==> src/rtl/st7735s_pkg.sv <==
// Shared types and constants for the ST7735S panel-side SPI receiver.
package st7735s_pkg;

    localparam int BYTE_W = 8;
    localparam int CNT_W  = $clog2(BYTE_W);

    localparam logic DC_CMD  = 1'b0;
    localparam logic DC_DATA = 1'b1;

    typedef enum logic {
        IDLE  = 1'b0,
        SHIFT = 1'b1
    } rx_state_t;

    typedef struct packed {
        logic              dc;
        logic [BYTE_W-1:0] data;
    } rx_entry_t;

    function automatic logic [BYTE_W-1:0] shift_in(input logic [BYTE_W-1:0] s, input logic b);
        return {s[BYTE_W-2:0], b};
    endfunction

endpackage

==> src/rtl/st7735s_sync.sv <==
// Multi-flop input synchronizer with registered rise/fall pulses.
// STAGES must be at least 2. Edges are suppressed until the chain has flushed after reset.
module st7735s_sync #(
    parameter int   STAGES  = 2,
    parameter logic RST_VAL = 1'b0
) (
    input  logic i_clk,
    input  logic i_nrst,
    input  logic i_d,
    output logic o_q,
    output logic o_rise,
    output logic o_fall
);

    logic [STAGES-1:0] r_sync;
    logic              r_prev;
    logic [STAGES:0]   r_warm;
    logic              r_rise;
    logic              r_fall;

    // r_warm keeps a pin already at its active level when reset releases from looking like an edge.
    always_ff @(posedge i_clk or negedge i_nrst) begin
        if (!i_nrst) begin
            r_sync <= {STAGES{RST_VAL}};
            r_prev <= RST_VAL;
            r_warm <= '0;
            r_rise <= 1'b0;
            r_fall <= 1'b0;
        end else begin
            r_sync <= {r_sync[STAGES-2:0], i_d};
            r_prev <= r_sync[STAGES-1];
            r_warm <= {r_warm[STAGES-1:0], 1'b1};
            r_rise <= r_warm[STAGES] &  r_sync[STAGES-1] & ~r_prev;
            r_fall <= r_warm[STAGES] & ~r_sync[STAGES-1] &  r_prev;
        end
    end

    assign o_q    = r_sync[STAGES-1];
    assign o_rise = r_rise;
    assign o_fall = r_fall;

endmodule

==> src/rtl/st7735s_rx.sv <==
// ST7735S panel-side SPI receiver: oversampled 4-wire bus to {dc, byte} valid/ready stream.
// Define ST7735S_RX_FIFO_EN to replace the single output register with a FIFO_DEPTH-entry FIFO.
module st7735s_rx
    import st7735s_pkg::*;
#(
    parameter int SYNC_STAGES = 2,
    parameter int FIFO_DEPTH  = 4
) (
    input  logic              i_clk,
    input  logic              i_nrst,
    input  logic              i_spi_clk,
    input  logic              i_spi_mosi,
    input  logic              i_spi_dc,
    input  logic              i_spi_ss,
    input  logic              i_ready,
    input  logic              i_clr_err,
    output logic [BYTE_W-1:0] o_data,
    output logic              o_dc,
    output logic              o_valid,
    output logic              o_overrun,
    output logic              o_frame_err,
    output logic              o_busy
);

    localparam int N_SPI    = 4;
    localparam int IDX_CLK  = 0;
    localparam int IDX_MOSI = 1;
    localparam int IDX_DC   = 2;
    localparam int IDX_SS   = 3;
    // Idle bus levels: ss high, everything else low.
    localparam logic [N_SPI-1:0] SYNC_RST = 4'b1000;

    logic [N_SPI-1:0] w_raw;
    logic [N_SPI-1:0] w_sync;
    logic [N_SPI-1:0] w_rise;
    logic [N_SPI-1:0] w_fall;
    logic [6:0]       w_unused_sync;

    assign w_raw = {i_spi_ss, i_spi_dc, i_spi_mosi, i_spi_clk};

    generate
        for (genvar gi = 0; gi < N_SPI; gi++) begin : g_sync
            st7735s_sync #(
                .STAGES  (SYNC_STAGES),
                .RST_VAL (SYNC_RST[gi])
            ) u_sync (
                .i_clk  (i_clk),
                .i_nrst (i_nrst),
                .i_d    (w_raw[gi]),
                .o_q    (w_sync[gi]),
                .o_rise (w_rise[gi]),
                .o_fall (w_fall[gi])
            );
        end
    endgenerate

    assign w_unused_sync = {w_sync[IDX_CLK], w_sync[IDX_SS], w_rise[IDX_MOSI], w_rise[IDX_DC],
                            w_fall[IDX_CLK], w_fall[IDX_MOSI], w_fall[IDX_DC]};

    logic w_clk_rise;
    logic w_ss_rise;
    logic w_ss_fall;
    logic w_mosi;
    logic w_dc;

    assign w_clk_rise = w_rise[IDX_CLK];
    assign w_ss_rise  = w_rise[IDX_SS];
    assign w_ss_fall  = w_fall[IDX_SS];
    assign w_mosi     = w_sync[IDX_MOSI];
    assign w_dc       = w_sync[IDX_DC];

    rx_state_t         r_state,   w_state_next;
    logic [CNT_W-1:0]  r_bit_cnt, w_bit_cnt_next;
    logic [BYTE_W-1:0] r_shift,   w_shift_next;
    rx_entry_t         r_entry,   w_entry_next;
    logic              r_byte_done, w_byte_done;
    logic              r_frame_err, w_frame_err;

    always_ff @(posedge i_clk or negedge i_nrst) begin
        if (!i_nrst) begin
            r_state     <= IDLE;
            r_bit_cnt   <= '0;
            r_shift     <= '0;
            r_entry     <= '0;
            r_byte_done <= 1'b0;
            r_frame_err <= 1'b0;
        end else begin
            r_state     <= w_state_next;
            r_bit_cnt   <= w_bit_cnt_next;
            r_shift     <= w_shift_next;
            r_entry     <= w_entry_next;
            r_byte_done <= w_byte_done;
            r_frame_err <= w_frame_err;
        end
    end

    // A clock edge coinciding with CSX rising is shifted first, so a just-completed byte is kept.
    always_comb begin
        w_state_next   = r_state;
        w_bit_cnt_next = r_bit_cnt;
        w_shift_next   = r_shift;
        w_entry_next   = r_entry;
        w_byte_done    = 1'b0;
        w_frame_err    = 1'b0;
        case (r_state)
            IDLE: begin
                if (w_ss_fall) begin
                    w_state_next   = SHIFT;
                    w_bit_cnt_next = '0;
                    w_shift_next   = '0;
                end
            end
            SHIFT: begin
                if (w_clk_rise) begin
                    w_shift_next = shift_in(r_shift, w_mosi);
                    if (r_bit_cnt == CNT_W'(BYTE_W - 1)) begin
                        w_bit_cnt_next    = '0;
                        w_byte_done       = 1'b1;
                        w_entry_next.dc   = w_dc;
                        w_entry_next.data = w_shift_next;
                    end else begin
                        w_bit_cnt_next = r_bit_cnt + CNT_W'(1);
                    end
                end
                if (w_ss_rise) begin
                    w_state_next = IDLE;
                    w_frame_err  = (w_bit_cnt_next != '0);
                end
            end
            default: w_state_next = IDLE;
        endcase
    end

    assign o_busy      = (r_state == SHIFT);
    assign o_frame_err = r_frame_err;

`ifdef ST7735S_RX_FIFO_EN
    localparam int AW = $clog2(FIFO_DEPTH);

    rx_entry_t   r_mem [FIFO_DEPTH];
    logic [AW:0] r_wr_ptr;
    logic [AW:0] r_rd_ptr;
    logic        r_overrun;
    logic        w_empty;
    logic        w_full;
    logic        w_pop;
    logic        w_push;
    rx_entry_t   w_head;

    assign w_empty = (r_wr_ptr == r_rd_ptr);
    assign w_full  = (r_wr_ptr[AW] != r_rd_ptr[AW]) && (r_wr_ptr[AW-1:0] == r_rd_ptr[AW-1:0]);
    assign w_pop   = !w_empty && i_ready;
    // A pop frees the slot in the same edge, so a push at full is still accepted.
    assign w_push  = r_byte_done && (!w_full || w_pop);

    always_ff @(posedge i_clk) begin
        if (w_push) begin
            r_mem[r_wr_ptr[AW-1:0]] <= r_entry;
        end
    end

    always_ff @(posedge i_clk or negedge i_nrst) begin
        if (!i_nrst) begin
            r_wr_ptr  <= '0;
            r_rd_ptr  <= '0;
            r_overrun <= 1'b0;
        end else begin
            if (w_push) begin
                r_wr_ptr <= r_wr_ptr + (AW+1)'(1);
            end
            if (w_pop) begin
                r_rd_ptr <= r_rd_ptr + (AW+1)'(1);
            end
            if (r_byte_done && !w_push) begin
                r_overrun <= 1'b1;
            end else if (i_clr_err) begin
                r_overrun <= 1'b0;
            end
        end
    end

    assign w_head    = w_empty ? rx_entry_t'('0) : r_mem[r_rd_ptr[AW-1:0]];
    assign o_data    = w_head.data;
    assign o_dc      = w_head.dc;
    assign o_valid   = !w_empty;
    assign o_overrun = r_overrun;
`else
    localparam int UNUSED_FIFO_DEPTH = FIFO_DEPTH;

    rx_entry_t r_out;
    logic      r_valid;
    logic      r_overrun;

    always_ff @(posedge i_clk or negedge i_nrst) begin
        if (!i_nrst) begin
            r_out     <= '0;
            r_valid   <= 1'b0;
            r_overrun <= 1'b0;
        end else begin
            if (r_byte_done && (!r_valid || i_ready)) begin
                r_out   <= r_entry;
                r_valid <= 1'b1;
            end else if (r_valid && i_ready) begin
                r_valid <= 1'b0;
            end
            if (r_byte_done && r_valid && !i_ready) begin
                r_overrun <= 1'b1;
            end else if (i_clr_err) begin
                r_overrun <= 1'b0;
            end
        end
    end

    assign o_data    = r_out.data;
    assign o_dc      = r_out.dc;
    assign o_valid   = r_valid;
    assign o_overrun = r_overrun;
`endif

endmodule

==> config.mk <==
export PLATFORM = sky130hd
export DESIGN_NAME = st7735s_rx
export DESIGN_NICKNAME = d
export VERILOG_FILES = /design/src/rtl/st7735s_pkg.sv /design/src/rtl/st7735s_sync.sv /design/src/rtl/st7735s_rx.sv
export SDC_FILE = /design/constraint.sdc
export NUM_CORES = 1
export LEC_CHECK = 0
export BUFFER_PORTS_ARGS = -buffer_cell sky130_fd_sc_hd__buf_4
export CELL_PAD_IN_SITES_DETAIL_PLACEMENT = 1
export CELL_PAD_IN_SITES_GLOBAL_PLACEMENT = 2
export CORE_MARGIN = 2
export CORE_UTILIZATION = 35
export CTS_CLUSTER_DIAMETER = 40
export CTS_CLUSTER_SIZE = 28
export DETAILED_ROUTE_END_ITERATION = 8
export GPL_TIMING_DRIVEN = 0
export PLACE_DENSITY_LB_ADDON = 0.1
export RECOVER_POWER = 50
export SYNTH_ARGS = -nofsm -noshare
export SYNTH_HDL_FRONTEND = slang
export SYNTH_HIERARCHICAL = 1
export SYNTH_SLANG_ARGS = --single-unit
==> constraint.sdc <==
create_clock -name i_clk -period 2.9 [get_ports i_clk]
set_input_delay 0.435 -clock i_clk [delete_from_list [all_inputs] [get_ports i_clk]]
set_output_delay 0.435 -clock i_clk [all_outputs]
set_load 0.05 [all_outputs]
==> key figures <==
Worst setup path
  – Reg2reg start: r_bit_cnt[0]
  – FF-to-FF setup slack: 1.33 ns
  – Worst Path Required: 3.09 ns
  – Crit path arrival time: 1.76 ns
  – CP startpoint kind: register
  – R2r endpoint: r_entry[6]
  – Critical path class: reg -> reg
  – Worst setup path endpoint: r_entry[6]
  – Crit path max fanout: 10
  – Crit. Startpoint: r_bit_cnt[0]
  – R2r worst-path depth: 4
  – Worst Setup End Kind: register

STA
  – Min Tclk post-route: 1.57 ns
  – Final count of pins violating max slew: 0
  – Final setup fails: 0
  – Slew @ Worst Pin: 1.23 ns
  – Peak Freq: 636 MHz
  – Fin Setup TNS: 0 ns
  – Rel. slew slack: 17.9%
  – Tcrit/Tclk final: 54.2%
  – Unrepaired setup endpoints after global routing: false
  – Final Hold Viols: 0
  – Worst Skew: 0.00804 ns
  – Hold Slack: 0.240 ns

Yosys
  – Syn_nets: 128
  – Synth Cell Area: 1890 µm²
  – Yosys warns: 6
  – Synth Area per Inst: 16.0 µm²
  – Post-synthesis cell count: 118

Pwr
  – Leak: 1.11 nW
  – Pint: 1.15 mW
  – Switch share: 24.7%
  – Comb power frac: 13.6%
  – Sw power: 0.379 mW
  – Pwr dens: 688 nW/µm²
  – Clock power share: 31.2%
  – Seq pwr share: 55.2%
  – Peak VDD IR: 0.336 mV

Final layout
  – Nets: 155
  – Diode count: 0
  – Synth-to-Final Area Change: 18.1%
  – Fin util: 43.3%
  – Share of layout cells above drive strength 1: 40.4%
  – Layout fillers: 552

Clock network
  – Total CTS buffers: 5
  – CTS sink cnt: 52
  – Resized Gates After CTS: 0
  – Post-CTS Setup Bufs: 0
  – Cts hold-fix bufs: 0
  – Clock tree root driver cell: clkbuf_8
  – CTS max path bufs: 2
  – Clock latency on the worst-skew pair: 0.30 ns
  – TritonCTS clock tree: done
  – Htree depth: 2
  – Clock transition at the registers of the reported paths: 0.09 ns

Placed design
  – Post-DP HPWL: 2110 µm
  – Port bufs: 20
  – GP Congestion: 0.720

Die
  – Die area: 5990 µm²
  – IO Pins: 21
  – Site Rows: 26
  – Initial Util: 36.7%
  – Die height: 77.4 µm
  – Core area: 5140 µm²
  – Die Wd: 77.4 µm

Global routing
  – Vias in the first global route: 1195
  – Grt ovf: 0
  – First-pass GRT wire length: 5570 µm
  – Largest net degree at the start of global routing: 53
  – Antenna violations before repair: 0
  – GRT Util Overall: 12.1%

Route
  – Vias: 1023
  – Drt pass-1 iters: 4
  – # DRC: 0
  – Drt total wl: 3040 µm
  – Drt via density: 4.74
  – Iteration-0 DRC Markers: 44
  – WL/cell: 14.1 µm
  – Post-route ant nets: 0

Status
  – Outcome: completed

Worst hold path
  – Hold crit path type: in -> reg

Flow run
  – Max-cap violations: 0
==> worst min path at each step <==
stage / cells after the start / startpoint / slack [ns] / endpoint
2_1_floorplan: 0 / i_nrst / 0.14 / g_sync[0].u_sync/o_rise
3_3_place_gp: 0 / g_sync[0].u_sync/r_warm[1] / 0.33 / g_sync[0].u_sync/r_warm[2]
3_5_place_dp: 0 / g_sync[1].u_sync/r_sync[0] / 0.34 / g_sync[1].u_sync/r_sync[1]
4_1_cts: 1 / i_nrst / 0.17 / o_valid
5_1_grt: 1 / i_spi_ss / 0.22 / g_sync[3].u_sync/r_sync[0]
6_report: 1 / i_spi_ss / 0.24 / g_sync[3].u_sync/r_sync[0]
==> area by class of cell <==
type	instances	area [µm²]	share of cell area, %
plain buffers	4	38.8	1.74
clock buffers	7	76.3	3.43
clock inverters	1	30.0	1.35
inverters	3	11.3	0.506
multi-input cells	59	531	23.8
flip-flops and latches	52	1310	58.6
well taps	70	87.6	3.93
repair buffers	20	148	6.63
==> flip-flops by register name (all words and copies together) (netlist names) <==
name                  cells
g_sync.u_sync/o_rise      2
g_sync.u_sync/o_fall      1
o_dc                      1
g_sync.u_sync/r_prev      2
o_busy                    1
g_sync.u_sync/r_sync      8
o_overrun                 1
g_sync.u_sync/r_warm      6
o_frame_err               1
r_entry                   9
o_data                    8
r_byte_done               1
r_shift                   7
o_valid                   1
r_bit_cnt                 3
==> stage by stage <==
| step | std cells | setup WS (ns) | area [µm²] | power (mW) |
|---|---|---|---|---|
| 4_1_cts | 216 | 1.30 | 2230 | 1.56 |
| 2_1_floorplan | 118 | 1.45 | 1890 | 0.999 |
| 6_report | 216 | 1.33 | 2230 | 1.53 |
| 5_1_grt | 216 | 1.25 | 2230 | 1.63 |
| 3_5_place_dp | 208 | 1.30 | 2120 | 1.08 |
| 3_3_place_gp | 208 | 1.36 | 2120 | 1.06 |
==> worst max-delay path: stages, from the launching register on <==
cell,delay (ns)
dfrtp_1,0.42
ha_1,0.21
ha_1,0.20
nand3_2,0.25
mux2_2,0.38
==> metal layers <==
metal / vias up / global-route usage [%] / part of all wire [%] / wire length [µm]
li1: 463 / - / - / -
met1: 535 / 13.0 / 41 / 1250
met2: 19 / 21.9 / 53 / 1610
met3: 6 / 3.72 / 4.3 / 131
met4: 0 / 4.82 / 1.7 / 53
met5: - / 0 / 0 / 0
==> cell usage in the layout, fill, tap and decap left out, types with 2 or more instances in the layout <==
cell type / n
ha_1: 2
inv_1: 3
nand2_1: 4
nor2_1: 2
conb_1: 2
buf_4: 16
nand2b_1: 3
o21ai_0: 2
a22o_1: 5
dfrtp_1: 49
clkbuf_8: 5
mux2_2: 23
and3b_1: 3
clkbuf_4: 4
dfstp_2: 2
mux2_4: 2
a32o_1: 3
clkbuf_1: 2
==> power groups by stage <==
stage | sequential [mW] | combinational (mW) | clock (mW)
2_1_floorplan | 0.858 | 0.141 | 0
3_3_place_gp | 0.855 | 0.208 | 0
3_5_place_dp | 0.860 | 0.215 | 0
4_1_cts | 0.846 | 0.216 | 0.497
5_1_grt | 0.857 | 0.242 | 0.530
6_report | 0.845 | 0.209 | 0.478
Power figures use the tool's default switching activity.
